--- src/rtl/task_join_pkg.sv ---
// Shared types and constants for the fork/join dispatch controller.
package task_join_pkg;

    localparam int JOIN_MODE_W = 2;

    typedef enum logic [JOIN_MODE_W-1:0] {
        JM_ALL  = 2'd0,
        JM_ANY  = 2'd1,
        JM_NONE = 2'd2,
        JM_RSVD = 2'd3
    } join_mode_e;

    typedef enum logic [2:0] {
        ST_IDLE   = 3'd0,
        ST_LAUNCH = 3'd1,
        ST_WAIT   = 3'd2,
        ST_RESP   = 3'd3,
        ST_DRAIN  = 3'd4
    } state_e;

endpackage

--- src/rtl/task_join_ctrl_timer.sv ---
// Saturating elapsed-cycle counter with clear, enable and a limit compare.
// Clear and enable together load the value 1 (clear first, then count).
module join_timer #(
    parameter int TMO_W = 16
) (
    input  logic             clk,
    input  logic             rst_n,
    input  logic             clear,
    input  logic             enable,
    input  logic [TMO_W-1:0] limit,
    output logic [TMO_W-1:0] count,
    output logic             hit
);

    localparam logic [TMO_W-1:0] ONE = TMO_W'(1);

    logic [TMO_W-1:0] count_q;
    logic [TMO_W-1:0] count_d;
    logic [TMO_W-1:0] base;

    // Next count: optional clear, then a saturating increment when enabled.
    always_comb begin
        base    = clear ? '0 : count_q;
        count_d = base;
        if (enable && (base != '1)) begin
            count_d = base + ONE;
        end
    end

    // Counter register.
    always_ff @(posedge clk or negedge rst_n) begin
        if (!rst_n) begin
            count_q <= '0;
        end else begin
            count_q <= count_d;
        end
    end

    assign count = count_q;
    assign hit   = (limit != '0) && (count_q == limit);

endmodule

--- src/rtl/task_join_ctrl.sv ---
// Fork/join dispatch controller: launches a set of worker channels, collects
// their done pulses and reports completion under an ALL/ANY/NONE join policy.
module task_join_ctrl
    import task_join_pkg::*;
#(
    parameter int NUM_CH = 3,
    parameter int TMO_W  = 16
) (
    input  logic                   clk,
    input  logic                   rst_n,
    input  logic                   fork_valid,
    output logic                   fork_ready,
    input  logic [NUM_CH-1:0]      fork_mask,
    input  logic [JOIN_MODE_W-1:0] join_mode,
    input  logic [TMO_W-1:0]       timeout,
    output logic [NUM_CH-1:0]      ch_start,
    input  logic [NUM_CH-1:0]      ch_done,
    output logic                   join_valid,
    input  logic                   join_ready,
    output logic [NUM_CH-1:0]      join_status,
    output logic                   join_timeout,
    output logic [TMO_W-1:0]       join_cycles,
    output logic                   busy
);

    state_e            state_q, state_d;
    logic [NUM_CH-1:0] mask_q, mask_d;
    join_mode_e        mode_q, mode_d;
    logic [TMO_W-1:0]  tmo_q, tmo_d;
    logic [NUM_CH-1:0] done_mask_q, done_mask_d;
    logic [NUM_CH-1:0] status_q, status_d;
    logic [TMO_W-1:0]  cycles_q, cycles_d;
    logic              timed_out_q, timed_out_d;

    logic              tmr_clear;
    logic              tmr_enable;
    logic [TMO_W-1:0]  tmr_count;
    logic              tmr_hit;
    logic              join_met;

    join_timer #(
        .TMO_W (TMO_W)
    ) u_timer (
        .clk    (clk),
        .rst_n  (rst_n),
        .clear  (tmr_clear),
        .enable (tmr_enable),
        .limit  (tmo_q),
        .count  (tmr_count),
        .hit    (tmr_hit)
    );

    // Next-state, done accumulation and join-point capture.
    always_comb begin
        state_d     = state_q;
        mask_d      = mask_q;
        mode_d      = mode_q;
        tmo_d       = tmo_q;
        done_mask_d = done_mask_q;
        status_d    = status_q;
        cycles_d    = cycles_q;
        timed_out_d = timed_out_q;
        tmr_clear   = 1'b0;
        tmr_enable  = 1'b0;
        join_met    = 1'b0;

        case (state_q)
            ST_IDLE: begin
                if (fork_valid) begin
                    mask_d      = fork_mask;
                    mode_d      = join_mode_e'(join_mode);
                    tmo_d       = timeout;
                    done_mask_d = '0;
                    tmr_clear   = 1'b1;
                    tmr_enable  = 1'b1;
                    state_d     = ST_LAUNCH;
                end
            end

            ST_LAUNCH: begin
                tmr_enable = 1'b1;
                if ((mask_q == '0) || (mode_q == JM_NONE)) begin
                    status_d    = done_mask_q;
                    cycles_d    = tmr_count;
                    timed_out_d = 1'b0;
                    state_d     = ST_RESP;
                end else begin
                    state_d = ST_WAIT;
                end
            end

            ST_WAIT: begin
                tmr_enable  = 1'b1;
                done_mask_d = done_mask_q | (ch_done & mask_q);
                join_met    = (mode_q == JM_ANY) ? (done_mask_d != '0)
                                                 : (done_mask_d == mask_q);
                if (join_met) begin
                    status_d    = done_mask_d;
                    cycles_d    = tmr_count;
                    timed_out_d = 1'b0;
                    state_d     = ST_RESP;
                end else if (tmr_hit) begin
                    status_d    = done_mask_d;
                    cycles_d    = tmr_count;
                    timed_out_d = 1'b1;
                    state_d     = ST_RESP;
                end
            end

            ST_RESP: begin
                done_mask_d = done_mask_q | (ch_done & mask_q);
                if (join_ready) begin
                    if (timed_out_q || (done_mask_d == mask_q)) begin
                        state_d = ST_IDLE;
                    end else begin
                        state_d = ST_DRAIN;
                    end
                end
            end

            ST_DRAIN: begin
                done_mask_d = done_mask_q | (ch_done & mask_q);
                if (done_mask_d == mask_q) begin
                    state_d = ST_IDLE;
                end
            end

            default: begin
                state_d = ST_IDLE;
            end
        endcase
    end

    // Controller registers.
    always_ff @(posedge clk or negedge rst_n) begin
        if (!rst_n) begin
            state_q     <= ST_IDLE;
            mask_q      <= '0;
            mode_q      <= JM_ALL;
            tmo_q       <= '0;
            done_mask_q <= '0;
            status_q    <= '0;
            cycles_q    <= '0;
            timed_out_q <= 1'b0;
        end else begin
            state_q     <= state_d;
            mask_q      <= mask_d;
            mode_q      <= mode_d;
            tmo_q       <= tmo_d;
            done_mask_q <= done_mask_d;
            status_q    <= status_d;
            cycles_q    <= cycles_d;
            timed_out_q <= timed_out_d;
        end
    end

    assign fork_ready   = (state_q == ST_IDLE);
    assign busy         = (state_q != ST_IDLE);
    assign join_valid   = (state_q == ST_RESP);
    assign ch_start     = (state_q == ST_LAUNCH) ? mask_q : '0;
    assign join_status  = status_q;
    assign join_cycles  = cycles_q;
    assign join_timeout = timed_out_q;

endmodule

--- config.mk ---
export PLATFORM = sky130hd
export DESIGN_NAME = task_join_ctrl
export DESIGN_NICKNAME = d
export VERILOG_FILES = /design/src/rtl/task_join_pkg.sv /design/src/rtl/task_join_ctrl_timer.sv /design/src/rtl/task_join_ctrl.sv
export SDC_FILE = /design/constraint.sdc
export NUM_CORES = 1
export LEC_CHECK = 0
export CAP_MARGIN = 15
export CORE_ASPECT_RATIO = 1.1
export CORE_MARGIN = 2
export CORE_UTILIZATION = 45
export DETAILED_ROUTE_END_ITERATION = 7
export PLACE_DENSITY = 0.68
export RECOVER_POWER = 25
export SLEW_MARGIN = 20
export SYNTH_ARGS = -nofsm -noshare
export SYNTH_HDL_FRONTEND = slang
export SYNTH_HIERARCHICAL = 1
export SYNTH_SLANG_ARGS = --single-unit
--- constraint.sdc ---
create_clock -name clk -period 3.7 [get_ports clk]
set_clock_uncertainty 0.1 [all_clocks]
set_input_delay 0.74 -clock clk [delete_from_list [all_inputs] [get_ports clk]]
set_output_delay 0.74 -clock clk [all_outputs]
set_load 0.01 [all_outputs]
==> results of run 1 <==
## layer usage
layer / up-vias / share of wire [%] / wire length, microns
li1: 1172 / - / -
met1: 1211 / 46 / 3280
met2: 58 / 48 / 3420
met3: 10 / 4.4 / 311
met4: 0 / 1.3 / 93
met5: - / 0 / 0
## critical path: cells and delay by family, from the launching register on
kind | cells | cell delay (ps)
simple gates | 4 | 1050
compound gates | 1 | 560
flops | 1 | 470
mux | 1 | 410
xor+xnor | 1 | 190
## state kept, by name, summed over array words and instances (netlist names)
register and cells:
done_mask_q 3, join_status 3, join_timeout 1, join_cycles 16, state_q 3, mode_q 2
tmo_q 16, mask_q 3, u_timer/count 16
## worst max-delay path by stage
stage	from	to	slack, ps
floorplan	state_q[1]	u_timer/count[14]	960
global placement	ch_done[1]	join_cycles[1]	560
detailed placement	ch_done[1]	join_cycles[0]	490
CTS	u_timer/count[5]	join_cycles[0]	810
global route	u_timer/count[2]	join_cycles[1]	590
finish	u_timer/count[5]	join_cycles[0]	790
## cell families (layout without fill, tap and decap cells)
group           after synthesis  after routing  synth area share [%]
xor+xnor                     17             17                  4.74
mux                          37             37                  13.2
buf+inv                      20             84                  2.83
flops                        63             63                  50.2
compound gates               53             53                  11.4
simple gates                 98             98                  17.7
## cells in the mapped netlist, drive strengths merged
cell type,count
and2,4
o21ai,9
nor3,7
nor2b,7
clkbuf,3
and4,1
a311oi,1
a211oi,3
o22ai,2
o211ai,2
nand2,16
buf,6
inv,11
nand2b,4
a221o,1
a21boi,1
dfrtp,63
or3,2
xor2,16
mux2,35
o311ai,5
nor3b,3
nor2,22
o211a,1
o41ai,1
o21a,1
a22oi,2
or4,1
and3,7
xnor2,1
nor4,10
a31oi,8
nand3,8
a21oi,13
mux2i,2
nand4,6
a21o,3
## cell usage in the layout, fill, tap and decap left out, types with 2 or more instances in the layout
cell	Yosys	routed
o211ai_1	2	2
clkbuf_1	3	2
a22oi_1	2	2
o311ai_1	4	4
nand3_1	7	7
clkbuf_8	0	12
nor3_1	6	6
nand4_1	5	5
nor3b_1	3	3
nand2_1	16	16
o22ai_1	2	2
nor2b_1	7	7
a211oi_1	3	3
mux2_2	26	26
clkdlybuf4s50_1	0	52
dfrtp_1	63	63
mux2_1	9	9
nor2_1	22	22
inv_1	10	10
nand2b_1	4	4
a21o_1	3	3
nor4_1	8	8
o21ai_0	8	8
or3_1	2	2
and3_1	7	7
and2_1	4	4
a31oi_1	8	8
a21oi_1	12	12
mux2i_1	2	2
xor2_1	16	16
buf_4	0	4
bufinv_16	0	2
## final cells by class
type / instances / area [sq um] / area share (%)
tap: 82 / 103 / 2.57
clock buffer: 12 / 165 / 4.14
multi-input combinational: 205 / 1480 / 37.1
inverter: 11 / 41.3 / 1.04
sequential: 63 / 1580 / 39.5
timing repair buffer: 58 / 558 / 14.0
clock inverter: 3 / 65.1 / 1.63
## power groups by stage
stage | clock [mW] | combinational [mW] | sequential (mW)
2_1_floorplan | 0 | 0.881 | 1.11
3_3_place_gp | 0 | 1.15 | 1.20
3_5_place_dp | 0 | 1.18 | 1.20
4_1_cts | 0.693 | 1.19 | 1.19
5_1_grt | 0.728 | 1.31 | 1.23
6_report | 0.678 | 1.18 | 1.19
## stage by stage
stage          worst slack (ps)  total power [mW]  hold WS [ps]  utilization (%)  area, sq um
2_1_floorplan               962              2.00           344                -         3140
3_3_place_gp                555              2.35           367             56.3         3750
3_5_place_dp                491              2.38           379             56.3         3750
4_1_cts                     807              3.07           394             59.7         3980
5_1_grt                     593              3.27           315             59.8         3990
6_report                    792              3.05           293             59.8         3990
==> reports/metrics.csv, run 1 <==
metric,value,unit
hp-class,in2async,
clock_insertion_delay_worst_skew,330,ps
grt_max_degree,45,
grt_overflow_total,0,
start_kind,register,
dp_cells,418,
nets,376,
use_met2,29.9,%
cp-end-kind,register,
port_buffers,53,
power_leakage,1.75,nW
period_share,78.6,%
clkPwrFrac,22.2,%
yosysTopAreaCellShare,50.2,%
crit_type,reg2reg,
internal-power,1.95,mW
violations,"capacitance limit, slew limit",
syn_inst,288,
grt_pass1_vias,2390,
use_met1,26.5,%
insertedDiodeCount,0,
clkTransAtPathRegs,70,ps
clock_tree.root_cell,clkbuf_8,
holdBufCountCts,0,
die_height,91.7,microns
area.growth.synth_to_final,26.8,%
cts_inserted_buffers,9,
viasPerCell,5.65,
synth_seq_area_share,50.2,%
layout-drive-gt1-share,15.3,%
ys_seq_elements,63,
fp.dieW,83.7,microns
drv_slew,34,
drc,0,
swShare,36.2,%
die_area,0.00767,sq mm
dr.first_iter.drc_count,165,
ios,54,
period_needed,2910,ps
rows,31,
rsz0062_at_grt,false,
ir_worst_vdd,0.468,mV
start_util,47.1,%
grt_pass1_wl,11900,microns
drv_cap,1,
combPwrFrac,38.8,%
worst_pin_slew,1830,ps
crit_path_top_delay_cell,a21oi_4,
reg2reg_depth,7,
fin_cells,434,
yosysUniqueCellTypes,48,
synth_warnings,6,
hold_viol,0,
rrSetupSlack,790,ps
fin_tns_setup,0,ps
r2r-end,join_cycles[0],
dr.pass1.iters,4,
synth_area,0.00314,sq mm
wl_per_cell,16.4,microns
crit_top_cell,nor2_1,
r2r_start,u_timer/count[5],
drt_wl_total,7110,microns
critPathArrivalTime,3020,ps
use_met3,4.86,%
cts_resized,0,
numClockSinks,63,
netlist_top_cells_area,"dfrtp_1 50%, mux2_2 9.3%, xor2_1 4.5%, mux2_1 3.2%, nor2_1 2.6%",
path_cells,xor2_1 > nor4_1 > nand4_1 > nor2_1 > nor2_1 > a21oi_4 > mux2_2,
fillCellCount,581,
h-tree-depth,3,
gp_congestion,0.903,
max_slew_margin,-22.3,%
clock_path_buffers,2,
critPathMaxStageDelay,560,ps
grt_use_total,19.3,%
grt.busiest_layer,met2,
coreArea,0.00667,sq mm
critPathRequiredTime,3810,ps
path_max_fanout,17,
p_switching,1.10,mW
cts_tree,done,
yosys.area.top_type,dfrtp_1,
setup_violations,0,
antenna_left,0,
cts_setup_buffers,0,
status,"finished, violations left",
sequentialPowerShare,38.9,%
dp_hpwl,5070,microns
synth_fp_nets,316,
antenna_found_initial,0,
via_count,2451,
p_per_area,765,mW/mm^2
fmax,0.344,GHz
avgSynthCellArea,10.9,sq um
No activity file was read; power rests on OpenSTA's default activity.
==> inputs of run 2 (changes only) <==
--- a/config.mk
+++ b/config.mk
@@ -10,7 +10,7 @@
 export CORE_MARGIN = 2
 export CORE_UTILIZATION = 45
 export DETAILED_ROUTE_END_ITERATION = 7
-export PLACE_DENSITY = 0.68
+export PLACE_DENSITY = 0.7
 export RECOVER_POWER = 25
 export SLEW_MARGIN = 20
 export SYNTH_ARGS = -nofsm -noshare
==> constraint.sdc (replaced) <==
create_clock -name clk -period 2.55 [get_ports clk]
set_clock_uncertainty 0.1 [all_clocks]
set_input_delay 0.51 -clock clk [delete_from_list [all_inputs] [get_ports clk]]
set_output_delay 0.51 -clock clk [all_outputs]
set_load 0.01 [all_outputs]
==> run 2 against run 1 <==
Against the previous run: the run still ends with capacitance limit, slew limit left; critical path depth fell by 3; sequential power grew 39%; largest cell class unchanged; largest power group is now combinational cells; clock-buffer cell count is 1 higher; wire length is 4.2% higher; cell area is 5.6% higher.
==> reports/metrics.csv, run 2 (synthesized netlist as in run 1, its figures left out) <==
metric,value,unit
p_switching,1.70,mW
ir_worst_vdd,0.541,mV
hp-class,reg2reg,
period_needed,2420,ps
holdBufCountCts,0,
fillCellCount,547,
max_slew_margin,-3.19,%
grt_pass1_wl,12600,microns
status,"finished, violations left",
coreArea,0.00667,sq mm
numClockSinks,63,
final_common_cell,dfrtp_1,
grt_use_total,20.6,%
drv_slew,64,
die_height,91.7,microns
grt_pass1_vias,2443,
dr.first_iter.drc_count,117,
cts_inserted_buffers,9,
preCtsSetupSlack,-63.5,ps
fp.dieW,83.7,microns
r2r_start,u_timer/count[6],
violations,"capacitance limit, slew limit",
crit_start,state_q[2],
start_util,47.1,%
wl_per_cell,16.1,microns
clock_insertion_delay_worst_skew,340,ps
r2r-end,join_cycles[6],
clkPwrFrac,20.9,%
p_per_area,1120,mW/mm^2
power,4.70,mW
endpoint,ch_start[0],
port_buffers,53,
worst_pin_slew,1550,ps
hp-start,join_cycles[15],
clock_tree.root_cell,clkbuf_8,
grt_overflow_total,0,
clock_path_buffers,2,
antenna_left,0,
critPathArrivalTime,1810,ps
path_max_fanout,8,
antenna_found_initial,0,
ios,54,
gp_congestion,0.875,
clkTransAtPathRegs,70,ps
h-tree-depth,3,
drv_cap,1,
grt_max_degree,64,
swShare,36.1,%
viasPerCell,5.54,
start_kind,register,
rows,31,
rsz0062_at_grt,false,
drt_wl_total,7400,microns
reg2reg_depth,8,
hold_viol,0,
cp-end-kind,output pin,
nets,401,
area.growth.synth_to_final,33.9,%
die_area,0.00767,sq mm
power_leakage,1.89,nW
dr.pass1.iters,4,
cts_tree,done,
layout-drive-gt1-share,22.2,%
drc,0,
critPathRequiredTime,1940,ps
internal-power,3.00,mW
setup_violations,0,
final_cell_mix,"62 x dfrtp_1, 52 x clkdlybuf4s50_1, 28 x buf_4, 26 x mux2_2, 22 x nor2_1",
sequentialPowerShare,35.4,%
dp_hpwl,5260,microns
fmax,0.413,GHz
insertedDiodeCount,0,
combPwrFrac,43.7,%
setup_ws,126,ps
crit_type,reg2out,
period_share,95.0,%
rrSetupSlack,190,ps
via_count,2549,
## run 2: cell types whose count changed in the layout (fill, tap and decap cells not counted), sizes merged
cell and delta:
buf +26
## run 2: power by group through the flow
stage,Sequential (mW),Clock (mW),Combinational (mW)
after floorplan,1.62,0,1.29
after global placement,1.65,0,2.01
after detailed placement,1.67,0,2.04
after CTS,1.66,1.00,2.06
after global routing,1.72,1.05,2.25
final,1.66,0.980,2.05
## run 2: per-stage QoR
stage | setup TNS, ps | hold WS, ps | instance area [sq um] | cells | util (%)
2_1_floorplan | 0 | 114 | 3160 | 288 | -
3_3_place_gp | -403 | 369 | 3990 | 444 | 59.8
3_5_place_dp | -854 | 374 | 3990 | 444 | 59.8
4_1_cts | 0 | 76.1 | 4220 | 460 | 63.2
5_1_grt | 0 | 402 | 4210 | 460 | 63.1
6_report | 0 | 389 | 4210 | 460 | 63.1
## run 2: worst min-delay path by stage
stage	slack, ps	cells after the start	end
global route	400	1	join_cycles[12]
floorplan	110	0	done_mask_q[0]
finish	390	1	join_cycles[15]
CTS	80	2	u_timer/count[13]
detailed placement	370	1	join_cycles[9]
global placement	370	1	join_cycles[13]
## run 2: metal layers
| metal | vias to the layer above | wire length (microns) | global-route usage, % |
|---|---|---|---|
| li1 | 1220 | - | - |
| met3 | 16 | 334 | 3.96 |
| met2 | 63 | 3350 | 29.3 |
| met1 | 1250 | 3540 | 30.6 |
| met5 | - | 0 | 0 |
| met4 | 0 | 180 | 9.14 |
## run 2: timing repair
action	CTS	global route
buffers inserted	0	0
hold endpoints to repair	0	0
setup endpoints to repair	3	1
resized for setup	1	2
## run 2: critical path: stages (launching register included)
cell	delay, ps
dfrtp_2	470
nor3b_4	260
inv_1	100
nor2_1	110
clkdlybuf4s50_1	540
## run 2: final cells by class
class / count / area, sq um / share of cell area (%)
sequential: 63 / 1580 / 37.5
timing repair buffer: 83 / 761 / 18.1
clock buffer: 13 / 159 / 3.78
clock inverter: 3 / 65.1 / 1.55
multi-input combinational: 205 / 1500 / 35.7
inverter: 11 / 41.3 / 0.981
tap: 82 / 103 / 2.44
